## src/rtl/button_conditioner.sv

```systemverilog
// Push-button conditioner: 2-flop sync, per-button debounce, press pulses and a packed status word.
// Define BUTTON_AUTOREPEAT_EN to build per-button hold counters that re-pulse btn_press while held.
module button_conditioner #(
    parameter int unsigned NUM_BUTTONS     = 4,
    parameter int unsigned DEBOUNCE_CYCLES = 500000,
    parameter bit          ACTIVE_LOW      = 1'b1,
    parameter int unsigned REPEAT_DELAY    = 25000000,
    parameter int unsigned REPEAT_PERIOD   = 5000000
) (
    input  logic                   clk,
    input  logic                   reset,
    input  logic [NUM_BUTTONS-1:0] btn_raw,
    output logic [NUM_BUTTONS-1:0] btn_level,
    output logic [NUM_BUTTONS-1:0] btn_press,
    output logic [31:0]            button_export
);

    localparam int unsigned            CntW    = $clog2(DEBOUNCE_CYCLES);
    localparam logic [CntW-1:0]        CntMax  = CntW'(DEBOUNCE_CYCLES - 1);
    localparam logic [NUM_BUTTONS-1:0] RawIdle = {NUM_BUTTONS{ACTIVE_LOW}};

    logic [NUM_BUTTONS-1:0] sync1_q, sync2_q;
    logic [NUM_BUTTONS-1:0] synced;
    logic [NUM_BUTTONS-1:0] stable_q, stable_d;
    logic [NUM_BUTTONS-1:0] stable_prev_q;
    logic [CntW-1:0]        cnt_q [NUM_BUTTONS];
    logic [CntW-1:0]        cnt_d [NUM_BUTTONS];
    logic [NUM_BUTTONS-1:0] edge_press;
    logic [NUM_BUTTONS-1:0] rep_fire;
    logic [7:0]             press_count_q, press_count_d;
    logic [7:0]             press_pop;
    logic [3:0]             last_idx_q, last_idx_d;
    logic                   seen_q, seen_d;
    logic [15:0]            level_ext;
    logic [31:0]            export_q, export_d;

    // Synchronizer idles at the released pin level so reset never looks like a press.
    always_ff @(posedge clk or posedge reset) begin
        if (reset) begin
            sync1_q <= RawIdle;
            sync2_q <= RawIdle;
        end else begin
            sync1_q <= btn_raw;
            sync2_q <= sync1_q;
        end
    end

    assign synced = ACTIVE_LOW ? ~sync2_q : sync2_q;

    always_comb begin
        stable_d = stable_q;
        for (int i = 0; i < NUM_BUTTONS; i++) begin
            cnt_d[i] = '0;
            if (synced[i] != stable_q[i]) begin
                if (cnt_q[i] == CntMax) begin
                    stable_d[i] = synced[i];
                end else begin
                    cnt_d[i] = cnt_q[i] + CntW'(1);
                end
            end
        end
    end

    always_ff @(posedge clk or posedge reset) begin
        if (reset) begin
            stable_q      <= '0;
            stable_prev_q <= '0;
            for (int i = 0; i < NUM_BUTTONS; i++) begin
                cnt_q[i] <= '0;
            end
        end else begin
            stable_q      <= stable_d;
            stable_prev_q <= stable_q;
            for (int i = 0; i < NUM_BUTTONS; i++) begin
                cnt_q[i] <= cnt_d[i];
            end
        end
    end

    assign edge_press = stable_q & ~stable_prev_q;

`ifdef BUTTON_AUTOREPEAT_EN
    localparam int unsigned RepMax = (REPEAT_DELAY > REPEAT_PERIOD) ? REPEAT_DELAY : REPEAT_PERIOD;
    localparam int unsigned HoldW  = $clog2(RepMax + 1);

    logic [HoldW-1:0]       hold_q [NUM_BUTTONS];
    logic [HoldW-1:0]       hold_d [NUM_BUTTONS];
    logic [NUM_BUTTONS-1:0] repeating_q, repeating_d;

    // hold counts cycles since the press edge (or the last repeat); it restarts at 1 after a
    // repeat so the firing cycle is the first cycle of the next period.
    always_comb begin
        rep_fire    = '0;
        repeating_d = '0;
        for (int i = 0; i < NUM_BUTTONS; i++) begin
            hold_d[i] = '0;
            if (stable_q[i]) begin
                rep_fire[i] = (hold_q[i] == (repeating_q[i] ? HoldW'(REPEAT_PERIOD)
                                                            : HoldW'(REPEAT_DELAY)));
                if (rep_fire[i]) begin
                    hold_d[i]      = HoldW'(1);
                    repeating_d[i] = 1'b1;
                end else begin
                    hold_d[i]      = hold_q[i] + HoldW'(1);
                    repeating_d[i] = repeating_q[i];
                end
            end
        end
    end

    always_ff @(posedge clk or posedge reset) begin
        if (reset) begin
            repeating_q <= '0;
            for (int i = 0; i < NUM_BUTTONS; i++) begin
                hold_q[i] <= '0;
            end
        end else begin
            repeating_q <= repeating_d;
            for (int i = 0; i < NUM_BUTTONS; i++) begin
                hold_q[i] <= hold_d[i];
            end
        end
    end
`else
    // Repeat timing is inert without auto-repeat; the mask folds to zero.
    assign rep_fire = {NUM_BUTTONS{(REPEAT_DELAY == 0) && (REPEAT_PERIOD == 0)}} & '0;
`endif

    assign btn_press = edge_press | rep_fire;

    always_comb begin
        press_pop = '0;
        for (int i = 0; i < NUM_BUTTONS; i++) begin
            press_pop = press_pop + 8'(btn_press[i]);
        end
        press_count_d = press_count_q + press_pop;

        last_idx_d = last_idx_q;
        seen_d     = seen_q;
        if (|btn_press) begin
            seen_d = 1'b1;
            for (int i = NUM_BUTTONS - 1; i >= 0; i--) begin
                if (btn_press[i]) begin
                    last_idx_d = 4'(i);
                end
            end
        end

        level_ext                  = '0;
        level_ext[NUM_BUTTONS-1:0] = stable_q;
        // Counter fields use next-state values so every field lags its event by one cycle.
        export_d = {3'b000, seen_d, last_idx_d, press_count_d, level_ext};
    end

    always_ff @(posedge clk or posedge reset) begin
        if (reset) begin
            press_count_q <= '0;
            last_idx_q    <= '0;
            seen_q        <= 1'b0;
            export_q      <= '0;
        end else begin
            press_count_q <= press_count_d;
            last_idx_q    <= last_idx_d;
            seen_q        <= seen_d;
            export_q      <= export_d;
        end
    end

    assign btn_level     = stable_q;
    assign button_export = export_q;

endmodule

```

## config.mk

```make
export PLATFORM = sky130hd
export DESIGN_NAME = button_conditioner
export DESIGN_NICKNAME = d
export VERILOG_FILES = /design/src/rtl/button_conditioner.sv
export SDC_FILE = /design/constraint.sdc
export NUM_CORES = 1
export LEC_CHECK = 0
export BUFFER_PORTS_ARGS = -buffer_cell sky130_fd_sc_hd__buf_2
export CORE_MARGIN = 2
export CORE_UTILIZATION = 60
export DETAILED_ROUTE_END_ITERATION = 12
export PLACE_DENSITY = 0.92
export RECOVER_POWER = 50
export SYNTH_ARGS = -nofsm -noshare
export SYNTH_HDL_FRONTEND = slang
export SYNTH_SLANG_ARGS = --single-unit
export TNS_END_PERCENT = 1
```

## constraint.sdc

```tcl
create_clock -name clk -period 7.8 [get_ports clk]
set_clock_uncertainty 0.05 [all_clocks]
set_input_delay 1.56 -clock clk [delete_from_list [all_inputs] [get_ports clk]]
set_output_delay 1.56 -clock clk [all_outputs]
set_load 0.1 [all_outputs]
```

# Yosys cells after proc, flatten, opt, wreduce, memory -nomap -nowiden
# Index checks and enable logic that the tools add are counted.
# totals
reg_bits	122
latch_bits	0
ram_bits	0
rom_bits	0
input_bits	6
memories	0
# classes
n_addsub	8
multipliers	0
n_div	0
order_cmp	0
n_eq_ne	8
n_shift	0
n_mux	14
bitwise_logic	3
reduce_logical	5
# op_table
op	n
$mux W19	8
$add A19 B1 Y19 const B	4
$eq A19 B19 Y1 const B	4
$mux W4	5
$add A8 B4 Y8	1
$not A4 Y4	2
$reduce_and A2 Y1	4
$add A3 B1 Y4	1
$and A4 B4 Y4	1
$ne A1 B1 Y1	4
$reduce_or A4 Y1	1
$add A2 B1 Y3	1
$add A1 B1 Y2	1
$mux W1	1

# Depth between registers and ports, before layout
# depth
word_depth	7
ltp_mapped	10

# Worst setup path after synthesis
# No wires, ideal clock.
# synth_path
path_kind	register -> register
from	reg stable_q[3] (netlist: btn_level[3])
to	reg press_count_q[2]
setup_time_ns	0.172
arrival_time_ns	3.957
setup_slack_ns	3.621
path_stages_with_launch	6
path_buffers	0
synth_period_minus_slack_ns	4.179
cell_sequence	dfrtp_1 -> nor2b_1 -> ha_1 -> fa_1 -> fa_1 -> xor2_1
# synth_between
elab_chain_cells	3
# synth_lines
item	line	text
from (decl)	24	logic [NUM_BUTTONS-1:0] stable_q, stable_d;
from (signal assigned)	72	stable_q <= stable_d;
$and A4 B4 Y4	80	assign edge_press = stable_q & ~stable_prev_q;
named net btn_press[3]	14	output logic [NUM_BUTTONS-1:0] btn_press,
$add A3 B1 Y4	134	press_pop = press_pop + 8'(btn_press[i]);
$add A8 B4 Y8	136	press_count_d = press_count_q + press_pop;
named net press_count_d[2]	30	logic [7:0] press_count_q, press_count_d;
to (signal assigned)	162	press_count_q <= press_count_d;
to (decl)	30	
# The timed path passes the listed nets, and every way through them passes these cells.
# A chain may end at the register's enable or synchronous reset.

==> results.tsv <==
metric	value	unit
upper clock frequency limit	296	MHz
worst min-delay path class	reg2reg	
Die H	95.2	um
CORE AREA	0.00813	sq mm
n_diodes	0	
Slew @ Worst Pin	1.86	ns
synthesized area per cell	10.5	sq um
DRT antenna net count	0	
WP buf/inv	0	
Final Cell Area	0.00527	sq mm
row cnt	33	
first-pass GRT wire length	15.8	mm
Vias	3572	
post-CTS sizing	0	
most used flip-flop cell after synthesis	dfrtp_1	
violated checks	capacitance limit, slew limit	
number of global-route vias before repair	3525	
TNS Setup	0	ns
final worst-path cycle share	43.3	%
final slew viol count	57	
Max FO, Critical Path	18	
CP dominant cell by count	or4_1	
async set-or-reset flop fraction in the synthesized netlist	100	%
initial antenna violation count	0	
placed cell count	601	
clock sinks	103	
crit path capture type	register	
Worst path slowest cell	o21ai_0	
Iter 0 DRT Violations	221	
post-CTS setup buffers	0	
area of the multi-input gates	0.00217	sq mm
Setup crit start	cnt_q[50]$_DFF_PP0_	
TritonCTS buffer count	9	
Synth cell types	50	
length of the first detailed-routing pass in iterations	5	
top post-synthesis cells by count	dfrtp_1, nor2_1, xnor2_1	
Fill cells	623	
Lkg Pwr	2.30	nW
Via density	5.80	
Die Footprint	0.00905	sq mm
reg2reg end	cnt_q[48]$_DFF_PP0_	
Initial Util	61.3	%
Area growth syn-to-layout	5.62	%
CP required	7.93	ns
Longest Clk Path Bufs	2	
critical path's top delay family	compound AO/OA/AOI/OAI gates	
max incr delay on CP	1.44	ns
grt ovf	0	
clk slew on worst S/H paths	0.09	ns
top cells by area, synth	dfrtp_1, xnor2_1, nor2_1, dfstp_2, xor2_1	
clock tree root buffer cell	clkbuf_8	
worst reg2reg setup slack	4.42	ns
EDFF count, synth	0	
die width	95.2	um
R2R cell count	4	
layout cell share with drive strength beyond 1	12.1	%
Finished Layout Cells	616	
TritonCTS clock tree	yes	
routability cong.	0.820	
H-Tree Depth	3	
largest net degree at the start of global routing	86	
overall routing resource usage	22.3	%
total power	911	uW
Post-DP Area	0.00515	sq mm
Yosys top cell by area	dfrtp_1	
CP Depth	4	
CP startpoint kind	register	
Yosys warning count	0	
CP Cell Sequence	or4_1, or4_1, o21ai_0, nor2_1	
worst setup path end	cnt_q[48]$_DFF_PP0_	
Max Cap Violations	4	
RSZ-0062 raised after global routing	no	
crit path time final	3.38	ns
R2R Path Start	cnt_q[50]$_DFF_PP0_	
Worst Setup Path Type	reg2reg	
number of remaining DRC errors	0	
endpoints failing setup	0	
Slew HR	-25.5	%
wirelength, routed	9.31	mm
most frequent cell after synthesis	dfrtp_1	
sequential area share after synthesis	51.9	%
Clock Latency Late Sink	0.37	ns
PwrDens	173	mW/mm^2
top-area cell type share of the netlist area	47.7	%
Fin. Hold Viols	0	
# IOs	46	
Post-Synthesis Cells	477	
WP data arrival	3.51	ns
mean routed wirelength per cell	15.1	um
final net count	521	
Detailed Place HPWL	6.47	mm
hold buffer count at cts	0	
outcome	finished, violations left	
#FFs+latches synth	103	
Max IR drop VDD	0.0000802	V
IO buf count	28	
register area	0.00259	sq mm
synthesized area	0.00498	sq mm
WHS	0.309	ns
-- per-stage QoR --
stage	utilization [%]	setup slack, ns
global placement	63.3	4.91
finish	64.7	4.42
CTS	65.3	4.43
detailed placement	63.3	4.83
global route	64.7	4.17
floorplan	-	3.50
-- final cells by class --
| type | count | area share, % |
|---|---|---|
| Timing Repair Buffer | 30 | 2.85 |
| Clock inverter | 2 | 0.309 |
| Clock buffer | 13 | 2.83 |
| Tap cell | 105 | 2.50 |
| Sequential cell | 103 | 49.1 |
| Inverter | 15 | 1.09 |
| Multi-Input combinational cell | 348 | 41.3 |
-- layer usage --
layer	share of wire, %	track usage, %
met1	43	29.4
met2	49	35.8
met3	5.6	5.06
met4	2.4	9.42
met5	0	0
-- where the power goes --
part	switching [mW]	total (mW)	internal, mW
logic	0.0567	0.0640	0.00734
clock network	0.173	0.298	0.125
registers	0.00699	0.549	0.542
-- worst min path at each step --
stage	from	to	cells past startpoint
after floorplan	sync1_q[0]$_DFF_PP1_	sync2_q[0]$_DFF_PP1_	0
after global placement	sync1_q[1]$_DFF_PP1_	sync2_q[1]$_DFF_PP1_	0
after detailed placement	sync1_q[3]$_DFF_PP1_	sync2_q[3]$_DFF_PP1_	0
after CTS	sync1_q[3]$_DFF_PP1_	sync2_q[3]$_DFF_PP1_	0
after global routing	sync1_q[0]$_DFF_PP1_	sync2_q[0]$_DFF_PP1_	0
final	sync1_q[3]$_DFF_PP1_	sync2_q[3]$_DFF_PP1_	0
-- cells in the final DEF (no fill, tap or decap), drive strengths merged, types with 11 or more instances in the layout --
cell type  Yosys  routed
or4           15      15
xnor2         40      40
buf           21      28
nand3         26      26
a21oi         19      19
conb           1      17
nand2         26      26
inv           15      15
clkbuf         6      15
dfrtp         95      95
xor2          21      21
or3           11      11
nor2          61      61
o21ai         13      13
nand4         17      17
-- worst register-to-register path, stage by stage (launching register included) --
cell and delay (ns):
dfrtp_1 0.45, or4_1 0.53, or4_1 0.57, o21ai_0 1.44, nor2_1 0.15
-- registers in the layout (all words and copies together) (netlist names) --
| register | flops |
|---|---|
| cnt_q | 76 |
| button_export | 3 |
| sync1_q | 4 |
| stable_prev_q | 3 |
| last_idx_q | 2 |
| btn_level | 4 |
| press_count_q | 7 |
| sync2_q | 4 |
-- kinds of logic after synthesis --
family,share of synthesized area (%)
flip-flops,51.9
adder cells (fa/ha/maj),2.31
multiplexers,0.402
AO/OA/AOI/OAI,6.35
buffers and inverters,4.87
XOR/XNOR,10.7
AND/OR/NAND/NOR,23.4
other,0.0752
Power figures use the tool's default switching activity.
